===== src/rtl/fir_seq_controller.sv =====
// fir_seq_controller: steps a shared register-file/ALU datapath through the
// store / shift / multiply-accumulate phases of an N-tap FIR filter, and
// runs the N-step coefficient-load handshake.
//
// Register map: R0 accumulator, R1..RN sample history (R1 oldest),
// R(N+1) incoming sample, R(N+2+k) coefficient k, R(2N+2) product temp.
module fir_seq_controller #(
  parameter int unsigned         NUM_TAPS  = 4,
  parameter int unsigned         ADDR_W    = 4,
  parameter logic [NUM_TAPS-1:0] SIGN_MASK = 4'b1010
) (
  input  logic              clk,
  input  logic              n_rst,
  input  logic              dr,
  input  logic              lc,
  input  logic              overflow,
  output logic              cnt_up,
  output logic              clear,
  output logic              modwait,
  output logic [2:0]        op,
  output logic [ADDR_W-1:0] src1,
  output logic [ADDR_W-1:0] src2,
  output logic [ADDR_W-1:0] dest,
  output logic              err,
  output logic [2:0]        tap_idx
);

  localparam int unsigned K_W = 3;

  localparam logic [2:0] OP_NOP         = 3'b000;
  localparam logic [2:0] OP_COPY        = 3'b001;
  localparam logic [2:0] OP_LOAD_SAMPLE = 3'b010;
  localparam logic [2:0] OP_LOAD_COEF   = 3'b011;
  localparam logic [2:0] OP_ADD         = 3'b100;
  localparam logic [2:0] OP_SUB         = 3'b101;
  localparam logic [2:0] OP_MUL         = 3'b110;

  localparam logic [ADDR_W-1:0] ADDR_ACC    = ADDR_W'(0);
  localparam logic [ADDR_W-1:0] ADDR_SAMPLE = ADDR_W'(NUM_TAPS + 1);
  localparam logic [ADDR_W-1:0] ADDR_COEF0  = ADDR_W'(NUM_TAPS + 2);
  localparam logic [ADDR_W-1:0] ADDR_TEMP   = ADDR_W'(2 * NUM_TAPS + 2);

  localparam logic [K_W-1:0] K_N    = K_W'(NUM_TAPS);
  localparam logic [K_W-1:0] K_LAST = K_W'(NUM_TAPS - 1);

  // Mask widened to the full index range so any k value selects a defined bit.
  localparam logic [(1<<K_W)-1:0] SIGN_MASK_EXT = (1<<K_W)'(SIGN_MASK);

  typedef enum logic [3:0] {
    S_IDLE,
    S_STORE,
    S_ZERO,
    S_SHIFT,
    S_MUL,
    S_ACC,
    S_EIDLE,
    S_LOAD,
    S_WAIT
  } state_e;

  state_e         state_q, state_d;
  logic [K_W-1:0] k_q, k_d;
  logic           modwait_q, modwait_d;

  // State, tap index and busy flag registers.
  always_ff @(posedge clk or negedge n_rst) begin
    if (!n_rst) begin
      state_q   <= S_IDLE;
      k_q       <= '0;
      modwait_q <= 1'b0;
    end else begin
      state_q   <= state_d;
      k_q       <= k_d;
      modwait_q <= modwait_d;
    end
  end

  // Next-state, index and datapath control decode; busy flag holds unless a state sets it.
  always_comb begin
    state_d   = state_q;
    k_d       = k_q;
    modwait_d = modwait_q;
    cnt_up    = 1'b0;
    clear     = 1'b0;
    err       = 1'b0;
    op        = OP_NOP;
    src1      = '0;
    src2      = '0;
    dest      = '0;

    unique case (state_q)
      S_IDLE: begin
        modwait_d = 1'b0;
        if (lc) begin
          state_d = S_LOAD;
          k_d     = '0;
        end else if (dr) begin
          state_d = S_STORE;
          k_d     = '0;
        end
      end

      S_STORE: begin
        dest      = ADDR_SAMPLE;
        op        = OP_LOAD_SAMPLE;
        modwait_d = 1'b1;
        state_d   = dr ? S_ZERO : S_EIDLE;
      end

      S_ZERO: begin
        src1    = ADDR_ACC;
        src2    = ADDR_ACC;
        dest    = ADDR_ACC;
        op      = OP_SUB;
        cnt_up  = 1'b1;
        k_d     = K_W'(1);
        state_d = S_SHIFT;
      end

      S_SHIFT: begin
        src1 = ADDR_W'(k_q) + ADDR_W'(1);
        dest = ADDR_W'(k_q);
        op   = OP_COPY;
        if (k_q == K_N) begin
          state_d = S_MUL;
          k_d     = '0;
        end else begin
          k_d = k_q + K_W'(1);
        end
      end

      S_MUL: begin
        src1    = ADDR_W'(k_q) + ADDR_W'(1);
        src2    = ADDR_COEF0 + ADDR_W'(k_q);
        dest    = ADDR_TEMP;
        op      = OP_MUL;
        state_d = overflow ? S_EIDLE : S_ACC;
      end

      S_ACC: begin
        src1 = ADDR_ACC;
        src2 = ADDR_TEMP;
        dest = ADDR_ACC;
        op   = SIGN_MASK_EXT[k_q] ? OP_SUB : OP_ADD;
        if (overflow) begin
          state_d = S_EIDLE;
        end else if (k_q == K_LAST) begin
          state_d = S_IDLE;
          k_d     = '0;
        end else begin
          state_d = S_MUL;
          k_d     = k_q + K_W'(1);
        end
      end

      S_EIDLE: begin
        err       = 1'b1;
        modwait_d = 1'b0;
        // Restart from a clean index whichever way the error is left.
        if (lc) begin
          state_d = S_LOAD;
          k_d     = '0;
        end else if (dr) begin
          state_d = S_STORE;
          k_d     = '0;
        end
      end

      S_LOAD: begin
        dest      = ADDR_COEF0 + ADDR_W'(k_q);
        op        = OP_LOAD_COEF;
        clear     = 1'b1;
        modwait_d = 1'b1;
        if (k_q == K_LAST) begin
          state_d = S_IDLE;
          k_d     = '0;
        end else begin
          state_d = S_WAIT;
          k_d     = k_q + K_W'(1);
        end
      end

      S_WAIT: begin
        clear     = 1'b1;
        modwait_d = 1'b0;
        if (lc) begin
          state_d = S_LOAD;
        end
      end

      default: begin
        state_d   = S_IDLE;
        k_d       = '0;
        modwait_d = 1'b0;
      end
    endcase
  end

  assign modwait = modwait_q;
  assign tap_idx = k_q;

endmodule


===== config.mk =====
export PLATFORM = sky130hd
export DESIGN_NAME = fir_seq_controller
export DESIGN_NICKNAME = d
export VERILOG_FILES = /design/src/rtl/fir_seq_controller.sv
export SDC_FILE = /design/constraint.sdc
export NUM_CORES = 1
export LEC_CHECK = 0
export ABC_CLOCK_PERIOD_IN_PS = 1600
export CORE_UTILIZATION = 47
export CTS_CLUSTER_SIZE = 24
export DETAILED_ROUTE_END_ITERATION = 8
export PLACE_DENSITY = 0.86
export SLEW_MARGIN = 20
export SYNTH_ARGS = -nofsm -noshare
export SYNTH_HDL_FRONTEND = slang
export SYNTH_SLANG_ARGS = --single-unit

===== constraint.sdc =====
create_clock -name clk -period 1.6 [get_ports clk]
set_input_delay 0.16 -clock clk [delete_from_list [all_inputs] [get_ports clk]]
set_output_delay 0.16 -clock clk [all_outputs]
set_load 0.01 [all_outputs]

==> results.txt, run 1 <==
Outcome: stopped before the end
Halt Stage: global routing
Log Error: [ERROR DPL-0038] Utilization greater than 100%, impossible to legalize
Syn_nets: 128
DIE HEIGHT: 46.3 um
Yosys warns: 0
Clock Path Buffers: 2
Top FF cell, synth: dfrtp_1
Synth cell count leaders: 10 x nor2_1, 9 x a21oi_1, 8 x dfrtp_1
DPL Wire Length: 2.71 mm
# hold bufs at CTS: 0
Post-synth EDFFs: 0
Synthesized flop and latch total: 8
Count leader, synth: nor2_1
RePlAce Congestion: 0.952
Post-Place Worst Slack: -0.236 ns
Top post-synthesis cells by area: dfrtp_1 22%, ha_1 8.2%, a21oi_1 4.9%
Starting density of the core: 51.6%
Synthesized instance count: 117
Area share of the largest cell type after synthesis: 21.7%
Clock sink count: 8
Die Wd: 46.3 um
Register area share after synthesis: 21.7%
Number of buffers added on ports: 26
Worst setup endpoint GRT: src1[3]
H-tree lvl count: 1
Root Buffer: clkbuf_4
IO Count: 27
Mean Syn Cell Area: 7.87 um^2
Number of buffers created by CTS: 3
Async SR Flop Fraction: 100%
Syn Std Cell Area: 921 um^2
Yosys cell types: 48
Row count: 15
Synth area leader: dfrtp_1
WEP type: output port
Largest net degree at the start of global routing: 12
-- cells by family after synthesis --
logic type	Yosys count	share of synthesized area, %
flip-flops	8	21.7
multiplexers	1	1.09
AND/OR/NAND/NOR	45	27.3
adder cells (fa/ha/maj)	6	8.15
AO/OA/AOI/OAI	39	29.6
buffers and inverters	16	9.37
XOR/XNOR	2	2.72
-- stage by stage --
stage,cells,area (um^2)
global placement,198,1440
detailed placement,198,1440
floorplan,117,921
CTS,211,1600
-- what timing repair did --
item	4_1_cts
pin swaps	11
setup buffers	10
resized for setup	90
hold endpoints to repair	0
setup endpoints to repair	22
==> inputs of run 2 (changes only) <==
--- a/config.mk
+++ b/config.mk
@@ -6,10 +6,10 @@
 export NUM_CORES = 1
 export LEC_CHECK = 0
 export ABC_CLOCK_PERIOD_IN_PS = 1600
-export CORE_UTILIZATION = 47
-export CTS_CLUSTER_SIZE = 24
+export CORE_AREA = 2 2 63 65
 export DETAILED_ROUTE_END_ITERATION = 8
-export PLACE_DENSITY = 0.86
+export DIE_AREA = 0 0 65 67
+export PLACE_DENSITY_LB_ADDON = 0.15
 export SLEW_MARGIN = 20
 export SYNTH_ARGS = -nofsm -noshare
 export SYNTH_HDL_FRONTEND = slang
==> run 2 against run 1 <==
  * The flow now finishes, with violations (negative setup slack)
  * Synthesized area unchanged
  * Synthesized cell count unchanged
==> results.txt, run 2 <==
Layout cells sized above 1: 55.3%
Vias in the first global route: 1199
Routed WL per cell: 14.6 um
Synth area leader: dfrtp_1
Syn_nets: 128 (unchanged)
Syn Std Cell Area: 921 um^2 (unchanged)
DPL Wire Length: 2.62 mm (-3.4%)
Min Tclk post-route: 1.63 ns
Clk_lat worst skew: 0.23 ns
CP max stage cell: dfrtp_1
IO Count: 27 (unchanged)
Final setup viols: 5
Clock sink count: 8 (unchanged)
Buf+Inv Stages, Crit Path: 2
Net Sw Power: 1.74 mW
RePlAce Congestion: 0.802 (-16%)
Multi-input logic area: 764 um^2
Synthesized instance count: 117 (unchanged)
Root Buffer: clkbuf_8
Largest net degree at the start of global routing: 11
Slew at the pin closest to its max-slew limit: 0.473 ns
Commonest non-fill, non-tap cell in the layout: buf_4
Routed vias: 1174
Fillers: 371
GRT Residual Overflow: 0
First-pass GRT wire length: 5.76 mm
Setup crit start kind: register
Top FF cell, synth: dfrtp_1
Most frequent cell on the critical path: nand2b_4
Synthesized flop and latch total: 8 (unchanged)
Slew margin rel.: 68.4%
Worst Skew: 0.00316 ns
Starting density of the core: 25.5% (-26 points)
Endpoints failing hold: 0
Worst VDD drop: 0.902 mV
Final worst path period share: 102%
Drt initial violations: 33
WHS: 0.256 ns
GRT Util Overall: 17.5%
Critical Path AT: 1.47 ns
Row count: 22 (+7)
Number of buffers created by CTS: 3 (unchanged)
Clock power share: 6.6%
Layout net count: 203
Area share of the largest cell type after synthesis: 21.7% (unchanged)
Internal power: 2.14 mW
Final ANT Viol Nets: 0
Fmax: 0.614 GHz
Endpoint required time on the critical path: 1.44 ns
Crit path max fanout: 4
CTS tree: done
Top post-synthesis cells by area: dfrtp_1 22%, ha_1 8.2%, a21oi_1 4.9%
Antenna diodes: 0
H-tree lvl count: 1 (unchanged)
Critical path endpoint category: primary output
Via density per instance: 4.93
Worst Hold Class: in -> async
DR pass1 iterations: 6
Die Wd: 65 um (+40%)
Most flops, register: state_q
Initial antenna violation count: 0
Leakage: 0.815 nW
Max reg flops: 4
Register area share after synthesis: 21.7% (unchanged)
Yosys warns: 0 (unchanged)
Cell Chain, Critical Path: buf_6, nand2b_4, nand2b_4, a21o_1, nor2_1, buf_2
Sw frac: 44.9%
Max Cap Viol: 0
Drt total wl: 3.48 mm
Delay-heaviest family, CP: flip-flops
Crit Path Category: reg -> out
PD cells: 2300 mW/mm^2
Combinational power share: 82.9%
Area Growth Syn to Fin: 83.4%
Critical path's largest stage delay: 0.41 ns
Unrepaired setup endpoints after global routing: yes
Pwr Total: 3.88 mW
Core Box Area: 0.00361 mm^2
Number of buffers added on ports: 26 (unchanged)
Count leader, synth: nor2_1
Pins Over Slew Limit: 0
Clk slew on worst S/H paths: 0.05 ns
Yosys cell types: 48 (unchanged)
Storage element area: 203 um^2
DRC violation count after routing: 0
Die footprint: 0.00436 mm^2
Leading cell types in the layout, fill and taps excluded: 48 x buf_4, 15 x buf_2, 9 x nor2_1, 7 x nand2_1, 7 x clkdlybuf4s50_1
Synth cell count leaders: 10 x nor2_1, 9 x a21oi_1, 8 x dfrtp_1
Share of power burned in registers: 10.5%
Mean Syn Cell Area: 7.87 um^2 (unchanged)
PnR worst setup slack: -0.0274 ns
DIE HEIGHT: 67 um (+45%)
Post-synth EDFFs: 0 (unchanged)
Clock Path Buffers: 2 (unchanged)
Failing checks: negative setup slack
Outcome: complete, but fails checks
Async SR Flop Fraction: 100% (unchanged)
==> run 2: cell counts after synthesis <==
Identical to the previous run, type by type.
==> run 2: area by class of cell <==
type,instances,area share (%)
Inverter,8,1.78
Tap cell,48,3.56
Clock buffer,3,2.44
Multi-Input combinational cell,93,45.3
Sequential cell,8,12.0
Timing Repair Buffer,78,35.0
==> run 2: logic make-up (layout without fill, tap and decap cells) <==
group / Yosys count / count (layout) / synth area share [%]
xor gates and xnor gates: 2 / 2 / 2.72
adders and majority gates: 6 / 6 / 8.15
buffers and inverters: 16 / 89 / 9.37
DFF: 8 / 8 / 21.7
AOI/OAI and AO/OA: 39 / 39 / 29.6
and+or+nand+nor: 45 / 45 / 27.3
muxes: 1 / 1 / 1.09
==> run 2: power groups by stage <==
stage          Combinational [mW]  Sequential (mW)  Clock (mW)
3_3_place_gp                 2.90            0.407           0
4_1_cts                      3.05            0.401       0.266
3_5_place_dp                 2.89            0.413           0
5_1_grt                      3.49            0.415       0.277
2_1_floorplan                1.40            0.407           0
6_report                     3.22            0.408       0.255
==> run 2: repair_timing <==
| action | in CTS | in global routing |
|---|---|---|
| cloned | 0 | 0 |
| gates resized for setup | 81 | 24 |
| hold buffers | 0 | 0 |
| setup buffers | 9 | 1 |
| hold endpoints to repair | 0 | 0 |
| pin swaps | 8 | 7 |
| setup endpoints to repair | 21 | 21 |
==> run 2: final timing paths <==
kind	startpoint	end	slack, ns	cells after the start
setup / recovery	state_q[1]	src1[0]	-0.03	6
hold / removal	n_rst	state_q[1]	0.26	1
setup reg to reg	state_q[2]	tap_idx[1]	0.05	5
hold reg to reg	modwait	modwait	0.53	2
max in group asynchronous	n_rst	state_q[0]	0.99	1
min in group clk	modwait	modwait	0.53	2
==> run 2: per-stage QoR <==
stage / worst slack [ns] / util, % / setup TNS (ns) / std cells / instance area (um^2)
3_3_place_gp: -0.214 / 42.0 / -2.44 / 227 / 1520
2_1_floorplan: 0.0816 / - / 0 / 117 / 921
4_1_cts: -0.0393 / 45.0 / -0.167 / 238 / 1620
6_report: -0.0274 / 46.8 / -0.0870 / 238 / 1690
5_1_grt: -0.109 / 46.8 / -0.553 / 238 / 1690
3_5_place_dp: -0.226 / 42.0 / -2.71 / 227 / 1520
==> run 2: worst reg2reg max path, stage by stage (launching register included) <==
cell,delay (ns)
dfrtp_2,0.44
buf_6,0.14
buf_4,0.16
nor2b_4,0.14
o221a_1,0.28
a32o_2,0.29
==> run 2: metal layers <==
metal | part of all wire, % | up-vias | GRT usage [%]
li1 | - | 573 | -
met1 | 45 | 576 | 21.4
met2 | 51 | 21 | 31.1
met3 | 2.7 | 4 | 3.21
met4 | 0.80 | 0 | 5.05
met5 | 0 | - | 0
Note: power is estimated with default switching activity, not from simulation.
